## config.mk

```make
export PLATFORM = sky130hd
export DESIGN_NAME = alu_xor_arbiter
export DESIGN_NICKNAME = d
export VERILOG_FILES = /design/src/rtl/alu_xor_arbiter.sv
export SDC_FILE = /design/constraint.sdc
export NUM_CORES = 1
export LEC_CHECK = 0
export CORE_AREA = 2 2 116 118
export CTS_BUF_LIST = sky130_fd_sc_hd__clkbuf_8 sky130_fd_sc_hd__clkbuf_16
export CTS_CLUSTER_SIZE = 30
export DETAILED_ROUTE_END_ITERATION = 8
export DIE_AREA = 0 0 118 120
export HOLD_SLACK_MARGIN = 0.08
export PLACE_DENSITY = 0.77
export SYNTH_ARGS = -nofsm -noshare
export SYNTH_HDL_FRONTEND = slang
export SYNTH_SLANG_ARGS = --single-unit
```

## constraint.sdc

```tcl
create_clock -name clk -period 6.9 [get_ports clk]
set_clock_uncertainty 0.1 [all_clocks]
set_input_delay 2.07 -clock clk [delete_from_list [all_inputs] [get_ports clk]]
set_output_delay 2.07 -clock clk [all_outputs]
set_load 0.005 [all_outputs]
```

## src/rtl/alu_xor_arbiter.sv

```systemverilog
// ============================================================================
// Module   : alu_xor_arbiter
// Brief    : Round-robin arbiter that feeds NREQ requesters into one shared
//            XOR unit, with a single-entry result register.
// Revision : 1.0 - initial release
// ============================================================================
`default_nettype none

module alu_xor_arbiter #(
    parameter int WIDTH = 32,
    parameter int NREQ  = 4,
    parameter int IDW   = 2
) (
    input  logic                  clk,
    input  logic                  rst_n,
    input  logic [NREQ-1:0]       req_valid,
    output logic [NREQ-1:0]       req_ready,
    input  logic [NREQ*WIDTH-1:0] req_a,
    input  logic [NREQ*WIDTH-1:0] req_b,
    output logic                  rsp_valid,
    input  logic                  rsp_ready,
    output logic [WIDTH-1:0]      rsp_data,
    output logic [IDW-1:0]        rsp_id
);

    localparam logic [0:0] c_IDLE = 1'b0;
    localparam logic [0:0] c_HOLD = 1'b1;

    logic [0:0]       r_state;
    logic [IDW-1:0]   r_ptr;
    logic [WIDTH-1:0] r_data;
    logic [IDW-1:0]   r_id;

    logic             w_slot;
    logic             w_found;
    logic [IDW-1:0]   w_win;
    logic [NREQ-1:0]  w_ready;
    logic             w_fire;
    logic [WIDTH-1:0] w_xor;
    logic [IDW-1:0]   w_ptr_next;

    // rst_n is folded in so req_ready stays low for the whole reset window.
    assign w_slot = rst_n && ((r_state == c_IDLE) || rsp_ready);

    // Search starts at the pointer and wraps modulo NREQ.
    always_comb begin
        w_found = 1'b0;
        w_win   = '0;
        for (int k = 0; k < NREQ; k++) begin
            int idx;
            idx = int'(r_ptr) + k;
            if (idx >= NREQ) idx = idx - NREQ;
            if (!w_found && req_valid[idx]) begin
                w_found = 1'b1;
                w_win   = IDW'(idx);
            end
        end
    end

    always_comb begin
        w_ready = '0;
        if (w_slot && w_found) w_ready[w_win] = 1'b1;
    end

    assign w_fire     = w_slot && w_found;
    assign w_xor      = req_a[w_win*WIDTH +: WIDTH] ^ req_b[w_win*WIDTH +: WIDTH];
    assign w_ptr_next = (int'(w_win) == NREQ - 1) ? '0 : w_win + 1'b1;

    always_ff @(posedge clk or negedge rst_n) begin
        if (!rst_n) begin
            r_state <= c_IDLE;
            r_ptr   <= '0;
            r_data  <= '0;
            r_id    <= '0;
        end else if (w_fire) begin
            r_state <= c_HOLD;
            r_ptr   <= w_ptr_next;
            r_data  <= w_xor;
            r_id    <= w_win;
        end else if ((r_state == c_HOLD) && rsp_ready) begin
            r_state <= c_IDLE;
        end
    end

    assign req_ready = w_ready;
    assign rsp_valid = (r_state == c_HOLD);
    assign rsp_data  = r_data;
    assign rsp_id    = r_id;

endmodule

`default_nettype wire

```

==> flow_summary.toml <==
[power]
total_switching_power_uw = 455.8
power.leakage_nw = 2.940
pwr-share-clk_pct = 20.6
intPower_uw = 974.8
vdd_drop_max_mv = 0.1134
swShare_pct = 31.86
sequentialPowerShare_pct = 25.0
power.density_cell_area_nw_per_um2 = 209.8
pwr-share-comb_pct = 54.5

[die]
fp.coreArea_um2 = 12980
height_of_the_chip_um = 120
design.portCount = 302
dieArea_um2 = 14160
initial_utilization_pct = 26.89
die_width_um = 118
row_count = 42

[grt]
via_count_of_the_first_global_routing_pass = 4037
grt_pass1_wl_um = 20140
antenna_violations_before_repair = 0
all_layer_gr_usage_pct = 17.77
grt_start_max_net_pins = 38
globalRoute.totalOverflow = 0

[place]
finalWeightedCongestion = 0.7876
dp_slack_ns = 0.6136
port_buffers = 301
dpl_cell_area_um2 = 6630
detailed_place_hpwl_um = 10710

[clock_tree]
clk_pin_slew_ns = 0.06
cts_hold_buffers = 0
resized_after_cts = 0
postcts_setup_bufs = 0
clkLatencyLatePin_ns = 0.27
clockRootBuffer = "sky130_fd_sc_hd__clkbuf_16"
tritoncts = "built"
tritoncts_num_sinks = 37
max-clock-path-buffers = 2
htree_levels = 2
cts_made_buffers = 5

[logic_synthesis]
synth_simple_gate_area_share_pct = 8.208
synth-compound-area-share_pct = 9.606
syn_nets = 622
synth_area_per_cell_um2 = 9.833
synthesis.yosys.warnings = 0
synth.cell_area_um2 = 3491
combinational_family_with_the_most_area_after_synthesis = "XOR/XNOR gates"
synthAdderAreaFrac_pct = 1.434
post_synth_num_cell_types = 29
number_of_flip_flops_and_latches_in_the_synthesized_netlist = 37
ys_seq_area_share_pct = 26.52
syn-instance-count = 355
synthXorXnorAreaFrac_pct = 32.11
synthMuxAreaShare_pct = 17.78

[setup_path]
worstPathCellList = "clkdlybuf4s50_1 -> o41ai_1 -> nor2b_1 -> and2_1 -> clkdlybuf4s50_1"
worst_ep_arrival_time_ns = 4.12
timing.critical_path.fanout_max = 10
timing.critical_path.buf_inv = 2
setup.worst_path.end_class = "output pin"
critical_path_required_ns = 4.73
crit_path_top_delay_cell = "sky130_fd_sc_hd__o41ai_1"
timing.critical_path.max_delay_family = "buffers and inverters"
critical_path.max_stage_delay_ns = 0.61
setup.worst_path.class = "in2out"
start_kind = "input pin"
worst_path_most_repeated_cell = "sky130_fd_sc_hd__clkdlybuf4s50_1"

[detailed_routing]
wire_length_reported_by_the_detailed_router_um = 12820
first_pass_iters = 6
detailroute.via_count = 3748
via_per_inst = 4.532
ant_nets = 0
drc = 0
initialDrtViolationCount = 74
drt-wirelength-per-cell_um = 15.50

[final_layout]
leading_cell_type_in_the_layout_fill_and_taps_excluded = "sky130_fd_sc_hd__clkdlybuf4s50_1"
most_frequent_cells_in_the_layout = "300 x sky130_fd_sc_hd__clkdlybuf4s50_1, 127 x sky130_fd_sc_hd__xor2_1, 62 x sky130_fd_sc_hd__mux2i_1"
area_of_combinational_cells_with_multiple_inputs_um2 = 2422
register_area_um2 = 925.9
drive_above_1_share_pct = 2.765
antenna-diode-count = 0
final_design_instance_area_without_fill_um2 = 6820
num-fill-cells = 1161
layout_overhead_on_the_synthesized_area_pct = 95.38
finalNetCount = 917

[run]
maxCapViolations = 0

[status]
run_status = "finished, final reports clean"

[sta]
slew_headroom_pct = 33.89
achievable-frequency_mhz = 159.0
rsz0062_at_grt = "false"
timing.final.max_slew_violations = 0
finalHoldViolations = 0
tmin_final_ns = 6.288
setup_viol = 0
layout_worst_path_cycle_share_pct = 91.12
setup_tns_ns = 0
setup_ws_ns = 0.6124
tightestPinTransition_ns = 0.9880

[worst_hold_path]
worstHoldPathType = "reg2reg"
metrics by stage:
step,hold WS [ns],power [mW],util [%],std cells
6_report,0.3834,1.431,52.54,827
5_1_grt,0.4068,1.524,52.54,827
3_5_place_dp,0.3718,1.150,51.08,819
3_3_place_gp,0.3620,1.130,51.08,819
2_1_floorplan,0.3706,0.7216,-,355
4_1_cts,0.3860,1.452,52.54,827
registers in the layout, indices dropped and copies added (netlist names):
name       flops
r_ptr          2
rsp_id         2
rsp_valid      1
rsp_data      32
per-layer routing:
layer | vias up | part of all wire, % | global-route usage, % | routed length, µm
li1 | 1823 | - | - | -
met1 | 1722 | 36 | 18.77 | 4626
met2 | 187 | 55 | 35.14 | 7100
met3 | 16 | 6.9 | 4.373 | 889
met4 | 0 | 1.5 | 4.066 | 197
met5 | - | 0 | 0 | 0
synthesized netlist by cell type:
master                     number  area, µm²
sky130_fd_sc_hd__nand4_1        1      6.260
sky130_fd_sc_hd__mux2i_1       62      620.6
sky130_fd_sc_hd__dfrtp_1       37      925.9
sky130_fd_sc_hd__and3_1         1      6.260
sky130_fd_sc_hd__a22o_1         1      8.760
sky130_fd_sc_hd__clkbuf_1       1      3.750
sky130_fd_sc_hd__o221ai_1      31      271.5
sky130_fd_sc_hd__a21oi_1        4      20.02
sky130_fd_sc_hd__nor2_1         6      22.52
sky130_fd_sc_hd__buf_4          1      7.510
sky130_fd_sc_hd__inv_1          2      7.510
sky130_fd_sc_hd__nand2_1       41      153.9
sky130_fd_sc_hd__nand2b_1       3      18.77
sky130_fd_sc_hd__nand3b_1       1      7.510
sky130_fd_sc_hd__buf_6          7      78.83
sky130_fd_sc_hd__and2_1         4      25.02
sky130_fd_sc_hd__o21a_1         1      7.510
sky130_fd_sc_hd__nand4b_2       1      15.01
sky130_fd_sc_hd__buf_2          9      45.04
sky130_fd_sc_hd__ha_1           4      50.05
sky130_fd_sc_hd__xor2_1       127       1112
sky130_fd_sc_hd__nor3_2         1      10.01
sky130_fd_sc_hd__o41ai_1        1      8.760
sky130_fd_sc_hd__inv_6          1      8.760
sky130_fd_sc_hd__nand4b_1       1      8.760
sky130_fd_sc_hd__xnor2_1        1      8.760
sky130_fd_sc_hd__nor2b_1        2      12.51
sky130_fd_sc_hd__o32ai_1        1      8.760
sky130_fd_sc_hd__o21ai_0        2      10.01
tightest hold or removal path: stages, from the launching register on:
cell and delay (ns):
sky130_fd_sc_hd__dfrtp_1 0.34, sky130_fd_sc_hd__nand2_1 0.05, sky130_fd_sc_hd__nand2_1 0.06
kinds of logic after synthesis:
| family | count (synthesis) |
|---|---|
| xor+xnor | 128 |
| mux | 62 |
| simple gates | 62 |
| compound gates | 41 |
| flops | 37 |
| buf+inv | 21 |
| fa+ha+maj | 4 |
power groups by stage:
stage	clock network, mW	logic (mW)	registers [mW]
detailed placement	0	0.789	0.360
global route	0.312	0.843	0.369
global placement	0	0.773	0.357
CTS	0.303	0.791	0.358
floorplan	0	0.357	0.364
finish	0.294	0.779	0.357
worst paths after layout:
| path | depth (start not counted) | from | end | slack, ns |
|---|---|---|---|---|
| setup / recovery | 5 | req_valid[0] | req_ready[0] | 0.61 |
| hold / removal | 2 | rsp_id[1] | rsp_id[1] | 0.38 |
| setup reg to reg | 5 | rsp_valid | rsp_data[30] | 4.26 |
| hold reg to reg | 2 | rsp_id[1] | rsp_id[1] | 0.38 |
| max in group asynchronous | 2 | rst_n | rsp_data[12] | 4.59 |
| min in group asynchronous | 2 | rst_n | rsp_data[3] | 1.77 |
final cells by class:
| class | count | share of cell area (%) |
|---|---|---|
| Tap cell | 176 | 3.229 |
| Clock buffer | 5 | 1.835 |
| Inverter | 3 | 0.2385 |
| Timing Repair Buffer | 306 | 44.65 |
| Clock inverter | 3 | 0.9540 |
| Sequential cell | 37 | 13.58 |
| Multi-Input combinational cell | 297 | 35.52 |
No activity file was read; power rests on OpenSTA's default activity.
